===== src/rtl/capture_pkg.sv =====
// capture_pkg: settings shared by the logic-analyser sampler (write side)
// and capture_reader (read side): RAM geometry, the header sync byte and
// the reader state encoding.
package capture_pkg;

    localparam int unsigned CAP_ADDR_W = 17;
    localparam int unsigned CAP_DATA_W = 8;
    localparam int unsigned CAP_DEPTH  = 131072;
    localparam int unsigned LAST_ADDR  = CAP_DEPTH - 1;

    localparam logic [7:0] HDR_SYNC = 8'hA5;

    typedef enum logic [2:0] {
        ST_IDLE,
        ST_WAIT_CAP,
        ST_HEADER,
        ST_READ,
        ST_LATCH,
        ST_SEND,
        ST_FINISH
    } cap_state_t;

endpackage


===== src/rtl/capture_reader.sv =====
// capture_reader: once a capture has filled the sample RAM, reads it from
// address 0 to DEPTH-1 and streams each sample on a valid/ready byte port
// toward the host-link transmitter. One byte every 3 cycles at best
// (READ, LATCH, SEND).
// Build option CAPTURE_READER_HEADER_EN: prefix the stream with the three
// bytes 0xA5, DEPTH[15:8], DEPTH[7:0].
module capture_reader
    import capture_pkg::*;
#(
    parameter int unsigned ADDR_W = CAP_ADDR_W,
    parameter int unsigned DATA_W = CAP_DATA_W,
    parameter int unsigned DEPTH  = CAP_DEPTH
) (
    input  logic              clk_50M,
    input  logic              rst_n,
    input  logic              start,
    input  logic              capture_done,
    output logic              rd_en,
    output logic [ADDR_W-1:0] rd_addr,
    input  logic [DATA_W-1:0] rd_data,
    output logic [DATA_W-1:0] tx_data,
    output logic              tx_valid,
    input  logic              tx_ready,
    output logic              busy,
    output logic              done
);

    localparam logic [ADDR_W-1:0] LAST_IDX = ADDR_W'(DEPTH - 1);

`ifdef CAPTURE_READER_HEADER_EN
    localparam logic [31:0] DEPTH_VEC = 32'(DEPTH);
    logic [1:0]        r_hdr_idx;
`endif

    cap_state_t        r_state;
    logic [ADDR_W-1:0] r_cnt;
    logic              r_rd_en;
    logic [DATA_W-1:0] r_tx_data;
    logic              r_tx_valid;
    logic              r_busy;
    logic              r_done;

    logic              w_hs;
    logic              w_last;

    assign w_hs   = r_tx_valid && tx_ready;
    assign w_last = (r_cnt == LAST_IDX);

    // The counter doubles as the read address; it only changes while rd_en is low.
    assign rd_en    = r_rd_en;
    assign rd_addr  = r_cnt;
    assign tx_data  = r_tx_data;
    assign tx_valid = r_tx_valid;
    assign busy     = r_busy;
    assign done     = r_done;

    // Dump sequencer: every output is a register updated on the state transition.
    always_ff @(posedge clk_50M) begin
        if (!rst_n) begin
            r_state    <= ST_IDLE;
            r_cnt      <= '0;
            r_rd_en    <= 1'b0;
            r_tx_data  <= '0;
            r_tx_valid <= 1'b0;
            r_busy     <= 1'b0;
            r_done     <= 1'b0;
`ifdef CAPTURE_READER_HEADER_EN
            r_hdr_idx  <= '0;
`endif
        end else begin
            case (r_state)
                ST_IDLE: begin
                    if (start) begin
                        r_state <= ST_WAIT_CAP;
                        r_busy  <= 1'b1;
                        r_cnt   <= '0;
                    end
                end
                ST_WAIT_CAP: begin
                    if (capture_done) begin
`ifdef CAPTURE_READER_HEADER_EN
                        r_state    <= ST_HEADER;
                        r_tx_data  <= DATA_W'(HDR_SYNC);
                        r_tx_valid <= 1'b1;
                        r_hdr_idx  <= '0;
`else
                        r_state <= ST_READ;
                        r_rd_en <= 1'b1;
`endif
                    end
                end
`ifdef CAPTURE_READER_HEADER_EN
                ST_HEADER: begin
                    if (w_hs) begin
                        if (r_hdr_idx == 2'd2) begin
                            r_tx_valid <= 1'b0;
                            r_rd_en    <= 1'b1;
                            r_state    <= ST_READ;
                        end else begin
                            r_hdr_idx <= r_hdr_idx + 2'd1;
                            r_tx_data <= (r_hdr_idx == 2'd0) ? DATA_W'(DEPTH_VEC[15:8])
                                                             : DATA_W'(DEPTH_VEC[7:0]);
                        end
                    end
                end
`endif
                ST_READ: begin
                    r_rd_en <= 1'b0;
                    r_state <= ST_LATCH;
                end
                ST_LATCH: begin
                    r_tx_data  <= rd_data;
                    r_tx_valid <= 1'b1;
                    r_state    <= ST_SEND;
                end
                ST_SEND: begin
                    if (w_hs) begin
                        r_tx_valid <= 1'b0;
                        if (w_last) begin
                            r_busy  <= 1'b0;
                            r_done  <= 1'b1;
                            r_state <= ST_FINISH;
                        end else begin
                            r_cnt   <= r_cnt + ADDR_W'(1);
                            r_rd_en <= 1'b1;
                            r_state <= ST_READ;
                        end
                    end
                end
                ST_FINISH: begin
                    r_done  <= 1'b0;
                    r_state <= ST_IDLE;
                end
                default: r_state <= ST_IDLE;
            endcase
        end
    end

endmodule

===== config.mk =====
export PLATFORM = sky130hd
export DESIGN_NAME = capture_reader
export DESIGN_NICKNAME = d
export VERILOG_FILES = /design/src/rtl/capture_pkg.sv /design/src/rtl/capture_reader.sv
export SDC_FILE = /design/constraint.sdc
export NUM_CORES = 1
export LEC_CHECK = 0
export ABC_AREA = 1
export BUFFER_PORTS_ARGS = -buffer_cell sky130_fd_sc_hd__buf_2
export CAP_MARGIN = 20
export CORE_ASPECT_RATIO = 1.2
export CORE_MARGIN = 10
export CORE_UTILIZATION = 37
export CTS_CLUSTER_SIZE = 28
export DETAILED_ROUTE_END_ITERATION = 16
export GPL_TIMING_DRIVEN = 0
export HOLD_SLACK_MARGIN = 0.06
export PLACE_DENSITY = 0.68
export SYNTH_ARGS = -nofsm -noshare
export SYNTH_HDL_FRONTEND = slang
export SYNTH_SLANG_ARGS = --single-unit

===== constraint.sdc =====
create_clock -name clk_50M -period 3.9 [get_ports clk_50M]
set_input_delay 0.39 -clock clk_50M [delete_from_list [all_inputs] [get_ports clk_50M]]
set_output_delay 0.39 -clock clk_50M [all_outputs]
set_load 0.005 [all_outputs]

After elaboration in Yosys (flattened, before gate mapping):

Index checks and enable logic that the tools add are counted.

* logic and storage cells: 53
* output and inout port bits: 29
* flip-flop bits (word level): 32
* input bits: 13

* reduce and logical (&&, ||, !) cells: 12
* multiplexer cells: 22
* add/subtract/negate cells: 1
* eq/ne operators: 11

Operators with widths (count)
* 17-bit 2-to-1 mux: 3
* 17-bit case mux with 2 select lines: 1
* 17-bit by 1-bit adder with 17-bit output, second input constant: 1
* 17-bit == test, second input constant: 1
* 3-bit case mux with 5 select lines: 1
* 3-bit 2-to-1 mux: 4
* 4-bit AND reduction: 3
* 2-bit != test, second input constant: 5
* 3-bit == test, second input constant: 3
* 1-bit 2-to-1 mux: 9
* 1-bit case mux with 2 select lines: 3
* 3-bit AND reduction: 2
* 2-bit nonzero test: 3
* 3-bit by 1-bit == test with 1-bit output, second input constant: 1
* 3-bit by 2-bit == test with 1-bit output, second input constant: 1
* 3-bit logical NOT: 1
* 1-bit case mux with 3 select lines: 1
* 3-bit nonzero test: 1
* 2-bit AND reduction: 1
* 1-bit logical AND: 1

Longest topological paths before layout:

Gate-level depths: netlist of run 1.

* word-level depth: 4
* mapped depth: 14
* depth with buffers taken out: 13

Worst setup path before layout of run 1:

Ideal clock, no wire load.

* kind: register -> register
* from: reg r_cnt[0], in the netlist rd_addr[0]
* to: reg r_cnt[11], in the netlist rd_addr[11]
* period minus slack after synthesis: 1.987 ns
* arrival: 1.872 ns
* slack: 1.913 ns
* required time: 3.785 ns
* cell stages (with the launch flop): 14
* cells stage by stage: dfxtp_1 > ha_1 > nand2_1 > nor2_1 > nand2_1 > nor4_1 > ha_1 > inv_1 > o21ai_1 > nand3_1 > nand2_1 > clkinv_2 > nand2_1 > nor2_1

* cells in the longest elaborated chain, start to end: 4
* elaborated cells between the ends (all ways): 7
* those cells by class: 1 x add/sub; 2 x eq/ne; 3 x mux; 1 x reduce/logical

RTL lines
* start: declaration: RTL line capture_reader.sv:36 `logic [ADDR_W-1:0] r_cnt;`
* start signal: assignment: RTL line capture_reader.sv:124 `r_cnt <= r_cnt + ADDR_W'(1);`
* 17-bit by 1-bit adder with 17-bit output: RTL line capture_reader.sv:124
* 17-bit 2-to-1 mux: RTL line capture_reader.sv:119 `if (w_last) begin`
* 17-bit 2-to-1 mux: RTL line capture_reader.sv:117 `if (w_hs) begin`
* 17-bit case mux with 2 select lines: RTL line capture_reader.sv:71 `case (r_state)`

Several ways; a longest one is shown, not always the timed one. The select of a mux whose other input is x is not followed.
A chain may end at the register's enable or synchronous reset.

Worst setup path in the final report of run 1:

* from: reg r_cnt[0], in the netlist rd_addr[0]
* to: reg r_cnt[14], in the netlist rd_addr[14]

Same word-level chain as after synthesis.

==> reports/qor_table.md, run 1 <==
| Item | This run |
|---|---|
| Worst Reg2Reg Path Length in Cells | 13 |
| Worst-Margin Slew | 0.520 ns |
| Initial Util | 0.381 |
| Antenna cell count | 0 |
| WP data arrival | 2.64 ns |
| Layout net count | 323 |
| Final antenna-violating net count | 0 |
| Overall die area | 7450 um2 |
| Number of levels the H-tree was split into | 2 |
| Class of the tightest hold or removal check | input port to register |
| Final count of pins violating max slew | 0 |
| Class of the most critical setup path | register to register |
| DRC marker count from the first detailed-route iteration | 60 |
| Global-route wire length before repair | 6810 um |
| Setup violators final | 0 |
| Y dimension of the die | 92.5 um |
| Fin crit share | 0.632 |
| Maximum number of pins on one net before global-route repair | 11 |
| Cell variety after synth | 22 |
| Post-synthesis cell area | 1620 um2 |
| CP Data Required Time | 4.07 ns |
| Total congestion overflow | 0 |
| Final clock skew | 0.00532 ns |
| Shortest period the worst path allows | 2.46 ns |
| Die width | 80.5 um |
| Synthesis Warnings | 0 |
| CTS tree | built |
| Buffers inserted by post-CTS timing repair | 0 |
| Final Hold Violating Endpoints | 0 |
| Sequential area share after synthesis | 0.395 |
| Overall track demand over capacity in global routing | 0.112 |
| Synth-to-Final Area Change | 22.5% |
| Initial antenna violation count | 0 |
| Clock slew at reported path FFs | 0.07 ns |
| Post-Syn Area per Cell | 6.24 um2 |
| Routed Wire Length | 3940 um |
| Critical path launch point type | register |
| Max-cap violation count | 0 |
| Setup repair after global routing missed its margin | false |
| Sum of net half-perimeters after detailed placement | 3060 um |
| Stage delay of the slowest cell on the critical path | 0.40 ns |
| Length of the first detailed-routing pass in iterations | 4 |
| Total number of clock tree sinks | 32 |
| P_leak | 0.917 nW |
| Remaining DRCs | 0 |
| Post-Route Utilization | 0.467 |
| Cell row count | 26 |
| Most common cell on crit path | sky130_fd_sc_hd__nand2_1 |
| Cells resized by post-CTS repair | 0 |
| Maximum ir drop on the vdd rail | 0.190 mV |
| Slack of the worst reg-to-reg path | 1.44 ns |
| Via count of the routed design | 1,666 |
| Worst slew margin | 0.653 |
| Kind of end point of the critical path | register |
| Number of filler cells placed in the layout | 474 |
| Placer congestion estimate | 0.843 |
| Highest achievable clock rate | 406 MHz |
| Hold_buf cts | 0 |
| Slowest CP cell | sky130_fd_sc_hd__dfxtp_1 |
| Power per cell area | 341 nW/um2 |
| Number of I/O pins | 42 |
| Crit path max fanout | 9 |
| Result of the run | finished, final reports clean |
| Net Count, Synth | 275 |
| Aggregate negative setup slack | 0 ns |
| Post-Syn Instances | 260 |
| Number of global-route vias before repair | 1,625 |
| Hold depth | 3 |
| Yosys reg bits | 32 |
| Drt via density | 4.56 |
| Cells traversed along the worst timing path | ha_1 -> nand2_1 -> nor2_1 -> nand2_1 -> nor4_1 -> ha_1 -> inv_1 -> o21ai_1 -> nand3_1 -> nand2_1 -> clkinv_2 -> nand2_1 -> nor2_1 |
| Share of cells above drive strength 1 | 0.175 |
| IO Port Bufs | 41 |
| Commonest non-fill, non-tap cells in the layout | sky130_fd_sc_hd__nand2_1, sky130_fd_sc_hd__nor2_1, sky130_fd_sc_hd__buf_2, sky130_fd_sc_hd__dfxtp_1, sky130_fd_sc_hd__inv_1 |
| Most common library cell in the layout ignoring fill and taps | sky130_fd_sc_hd__nand2_1 |
| Clock root buffer | sky130_fd_sc_hd__clkbuf_8 |
| DR WL/cell | 10.8 um |
| CTS Buffer Depth | 2 |
| Area of the placeable core | 4260 um2 |
| TritonCTS buffer count | 5 |
| Clock insertion delay at the later pin of the skew report | 0.28 ns |
## cell usage after synthesis
cell type | number | area share
sky130_fd_sc_hd__inv_2 | 1 | 0.0023
sky130_fd_sc_hd__nor4_1 | 1 | 0.0039
sky130_fd_sc_hd__nand3_4 | 1 | 0.011
sky130_fd_sc_hd__nand4_1 | 1 | 0.0039
sky130_fd_sc_hd__o211ai_1 | 1 | 0.0046
sky130_fd_sc_hd__xor2_1 | 1 | 0.0054
sky130_fd_sc_hd__nor2_2 | 2 | 0.0077
sky130_fd_sc_hd__clkbuf_1 | 3 | 0.0069
sky130_fd_sc_hd__o31ai_1 | 2 | 0.0092
sky130_fd_sc_hd__o21ai_0 | 9 | 0.028
sky130_fd_sc_hd__nor3_1 | 1 | 0.0031
sky130_fd_sc_hd__o21ai_1 | 2 | 0.0062
sky130_fd_sc_hd__inv_1 | 28 | 0.065
sky130_fd_sc_hd__buf_4 | 2 | 0.0092
sky130_fd_sc_hd__nand3_1 | 18 | 0.056
sky130_fd_sc_hd__a21oi_1 | 15 | 0.046
sky130_fd_sc_hd__dfxtp_1 | 32 | 0.39
sky130_fd_sc_hd__nor2_1 | 61 | 0.14
sky130_fd_sc_hd__clkinv_2 | 1 | 0.0031
sky130_fd_sc_hd__ha_1 | 2 | 0.015
sky130_fd_sc_hd__nand3b_1 | 1 | 0.0046
sky130_fd_sc_hd__nand2_1 | 75 | 0.17
## critical path, delay by kind of cell, from the launching register on
kind / cells / cell delay (ns)
compound gates: 1 / 0.17
flops: 1 / 0.40
fa+ha+maj: 2 / 0.47
simple gates: 8 / 1.07
buf+inv: 2 / 0.25
## where the power goes
group | switching [mW] | internal, mW | total, mW
Combinational | 0.0492 | 0.0271 | 0.0763
Sequential | 0.00654 | 0.334 | 0.341
Clock | 0.118 | 0.144 | 0.262
Total | 0.174 | 0.505 | 0.679
## metrics by stage
step | total power [mW] | hold WS, ns | setup slack (ns) | instances | cell area, um2
after floorplan | 0.398 | 0.442 | 1.91 | 260 | 1620
after global placement | 0.424 | 0.440 | 1.44 | 357 | 1900
after detailed placement | 0.425 | 0.448 | 1.42 | 357 | 1900
after CTS | 0.688 | 0.350 | 1.40 | 365 | 1990
after global routing | 0.714 | 0.383 | 1.25 | 365 | 1990
final | 0.679 | 0.354 | 1.44 | 365 | 1990
## state kept, by name (all words and copies together), names as in the netlist
| register | flops |
|---|---|
| rd_addr | 17 |
| tx_data | 8 |
| r_state | 3 |
| busy | 1 |
| done | 1 |
| rd_en | 1 |
| tx_valid | 1 |
## cell families (layout without fill, tap and decap cells)
kind of cell	count (synthesis)	in the layout	synth area share
AND/OR/NAND/NOR	161	161	0.404
buffers and inverters	35	84	0.0863
flip-flops	32	32	0.395
AO/OA/AOI/OAI	29	29	0.0941
adder cells (fa/ha/maj)	2	2	0.0154
XOR/XNOR	1	1	0.00540
## worst paths after layout
check / to / startpoint
max reg2reg: rd_addr[14] / rd_addr[0]
min reg2reg: busy / busy
max: rd_addr[14] / rd_addr[0]
min: tx_data[6] / rd_data[6]
## cell type report
type                            instances  area [um2]  area share
Inverter                               30         114      0.0573
Timing Repair Buffer                   41         205       0.103
Sequential cell                        32         641       0.322
Tap cell                               56        70.1      0.0352
Multi-Input combinational cell        193         842       0.424
Buffer                                  5        26.3      0.0132
Clock buffer                            8        90.1      0.0453
## layer usage
metal / up-vias / global-route usage / wire, um
met1: 710 / 0.118 / 1680
met2: 45 / 0.193 / 1890
li1: 905 / - / -
met5: - / 0 / 0
met4: 0 / 0.0397 / 44
met3: 6 / 0.0464 / 321
Power figures use the tool's default switching activity.
==> inputs of run 2 (changes only) <==
- clock period: 3.9 -> 2.3 ns (I/O delays scaled with it)
==> reports/qor_table.md, run 2 (same netlist as run 1, synthesis figures left out) <==
| Item | This run | Delta |
|---|---|---|
| Number of levels the H-tree was split into | 2 | unchanged |
| Worst-case setup slack after placement | -0.185 ns | was 1.42 ns |
| Routed Wire Length | 4000 um | was 3940 um |
| Most common library cell in the layout ignoring fill and taps | sky130_fd_sc_hd__nand2_1 | unchanged |
| Remaining DRCs | 0 | unchanged |
| Post-Route Utilization | 0.478 | was 0.467 |
| Placer congestion estimate | 0.843 | unchanged |
| Antenna cell count | 0 | unchanged |
| Highest achievable clock rate | 459 MHz | was 406 MHz |
| CTS tree | built | unchanged |
| Result of the run | finished, final reports clean | unchanged |
| Initial antenna violation count | 0 | unchanged |
| Cells traversed along the worst timing path | ha_1 -> nand2_1 -> nor2_2 -> nand2_2 -> nor4_4 -> ha_2 -> inv_1 -> o21ai_2 -> nand3_1 -> nand2_2 -> clkinv_4 -> nand2_1 -> nor2_1 | was ha_1 -> nand2_1 -> nor2_1 -> nand2_1 -> nor4_1 -> ha_1 -> inv_1 -> o21ai_1 -> nand3_1 -> nand2_1 -> clkinv_2 -> nand2_1 -> nor2_1 |
| Initial Util | 0.381 | unchanged |
| Maximum ir drop on the vdd rail | 0.325 mV | was 0.190 mV |
| Number of I/O pins | 42 | unchanged |
| Y dimension of the die | 92.5 um | unchanged |
| Final count of pins violating max slew | 0 | unchanged |
| Area of the placeable core | 4260 um2 | unchanged |
| Global-route wire length before repair | 6870 um | was 6810 um |
| Overall die area | 7450 um2 | unchanged |
| Total number of clock tree sinks | 32 | unchanged |
| Drt via density | 4.62 | was 4.56 |
| Maximum number of pins on one net before global-route repair | 11 | unchanged |
| Commonest non-fill, non-tap cells in the layout | sky130_fd_sc_hd__nand2_1, sky130_fd_sc_hd__nor2_1, sky130_fd_sc_hd__buf_2, sky130_fd_sc_hd__dfxtp_1, sky130_fd_sc_hd__inv_1 | unchanged |
| P_leak | 0.943 nW | was 0.917 nW |
| Slowest CP cell | sky130_fd_sc_hd__dfxtp_2 | was sky130_fd_sc_hd__dfxtp_1 |
| Number of filler cells placed in the layout | 466 | was 474 |
| Class of the tightest hold or removal check | input port to register | unchanged |
| Layout net count | 325 | was 323 |
| Total congestion overflow | 0 | unchanged |
| CTS Buffer Depth | 2 | unchanged |
| Number of global-route vias before repair | 1,633 | was 1,625 |
| TritonCTS buffer count | 5 | unchanged |
| CP Data Required Time | 2.47 ns | was 4.07 ns |
| Final antenna-violating net count | 0 | unchanged |
| DR WL/cell | 10.9 um | was 10.8 um |
| Clock insertion delay at the later pin of the skew report | 0.28 ns | about the same |
| WP data arrival | 2.35 ns | was 2.64 ns |
| Via count of the routed design | 1,694 | was 1,666 |
| Shortest period the worst path allows | 2.18 ns | was 2.46 ns |
| Setup repair after global routing missed its margin | false | unchanged |
| Synth-to-Final Area Change | 25.6% | was 22.5% |
| Length of the first detailed-routing pass in iterations | 4 | unchanged |
| IO Port Bufs | 41 | unchanged |
| Kind of end point of the critical path | register | unchanged |
| Aggregate negative setup slack | 0 ns | unchanged |
| Clock root buffer | sky130_fd_sc_hd__clkbuf_8 | unchanged |
| Hold_buf cts | 0 | unchanged |
| Final clock skew | 0.00542 ns | was 0.00532 ns |
| Slack of the worst reg-to-reg path | 0.12 ns | was 1.44 ns |
| Max-cap violation count | 0 | unchanged |
| Clock slew at reported path FFs | 0.06 ns | was 0.07 ns |
| Final Hold Violating Endpoints | 0 | unchanged |
| Die width | 80.5 um | unchanged |
| Worst slew margin | 0.656 | was 0.653 |
| Worst Setup Slack, final | 0.122 ns | was 1.44 ns |
| Fin crit share | 0.947 | was 0.632 |
| Worst-Margin Slew | 0.516 ns | was 0.520 ns |
| DRC marker count from the first detailed-route iteration | 66 | was 60 |
| Power per cell area | 568 nW/um2 | was 341 nW/um2 |
| Critical path launch point type | register | unchanged |
| Crit path max fanout | 9 | unchanged |
| Class of the most critical setup path | register to register | unchanged |
| Stage delay of the slowest cell on the critical path | 0.36 ns | was 0.40 ns |
| Share of cells above drive strength 1 | 0.206 | was 0.175 |
| Cell row count | 26 | unchanged |
| Setup violators final | 0 | unchanged |
| Overall track demand over capacity in global routing | 0.113 | was 0.112 |
| Sum of net half-perimeters after detailed placement | 3060 um | unchanged |
| Max FFs per register | 17 | unchanged |
-- run 2: final timing paths --
| kind | to | cells after the start | from |
|---|---|---|---|
| worst max-delay path | rd_addr[14] | 13 | rd_addr[0] |
| worst min-delay path | tx_data[6] | 3 | rd_data[6] |
| worst max register to register | rd_addr[14] | 13 | rd_addr[0] |
| worst min register to register | busy | 2 | busy |
-- run 2: layer usage --
layer / GRT usage / vias to the layer above / wire length [um]
met4: 0.0397 / 0 / 49
met1: 0.118 / 730 / 1710
met2: 0.195 / 47 / 1910
met5: 0 / - / 0
li1: - / 911 / -
met3: 0.0474 / 6 / 333
-- run 2: area by class of cell --
| class | instances | area [um2] | share of cell area |
|---|---|---|---|
| multi-input cells | 193 | 871 | 0.427 |
| clock buffers | 8 | 90.1 | 0.0442 |
| flip-flops and latches | 32 | 643 | 0.316 |
| well taps | 56 | 70.1 | 0.0344 |
| plain buffers | 5 | 26.3 | 0.0129 |
| inverters | 30 | 118 | 0.0577 |
| repair buffers | 43 | 220 | 0.108 |
-- run 2: stage by stage --
step	hold slack (ns)	total power, mW	instances	area (um2)
2_1_floorplan	0.353	0.676	260	1620
3_3_place_gp	0.440	0.719	357	1900
3_5_place_dp	0.448	0.720	357	1900
4_1_cts	0.190	1.17	365	2020
5_1_grt	0.225	1.22	367	2040
6_report	0.194	1.16	367	2040
-- run 2: power breakdown --
| part | leakage, nW | internal [mW] | switching, mW | total [mW] |
|---|---|---|---|---|
| sequential | 0.260 | 0.567 | 0.0111 | 0.578 |
| combinational | 0.637 | 0.0505 | 0.0854 | 0.136 |
| clock | 0.0455 | 0.244 | 0.199 | 0.443 |
-- run 2: critical path, delay by kind of cell (launching register included) --
family | cells | cell delay, ns
buffers and inverters | 2 | 0.18
adder cells (fa/ha/maj) | 2 | 0.42
AO/OA/AOI/OAI | 1 | 0.16
AND/OR/NAND/NOR | 8 | 0.93
flip-flops | 1 | 0.36
-- run 2: what timing repair did --
action	CTS	global route
resized for setup	7	3
endpoints found under the setup margin	9	16
pin swaps	2	4
setup buffers	0	2
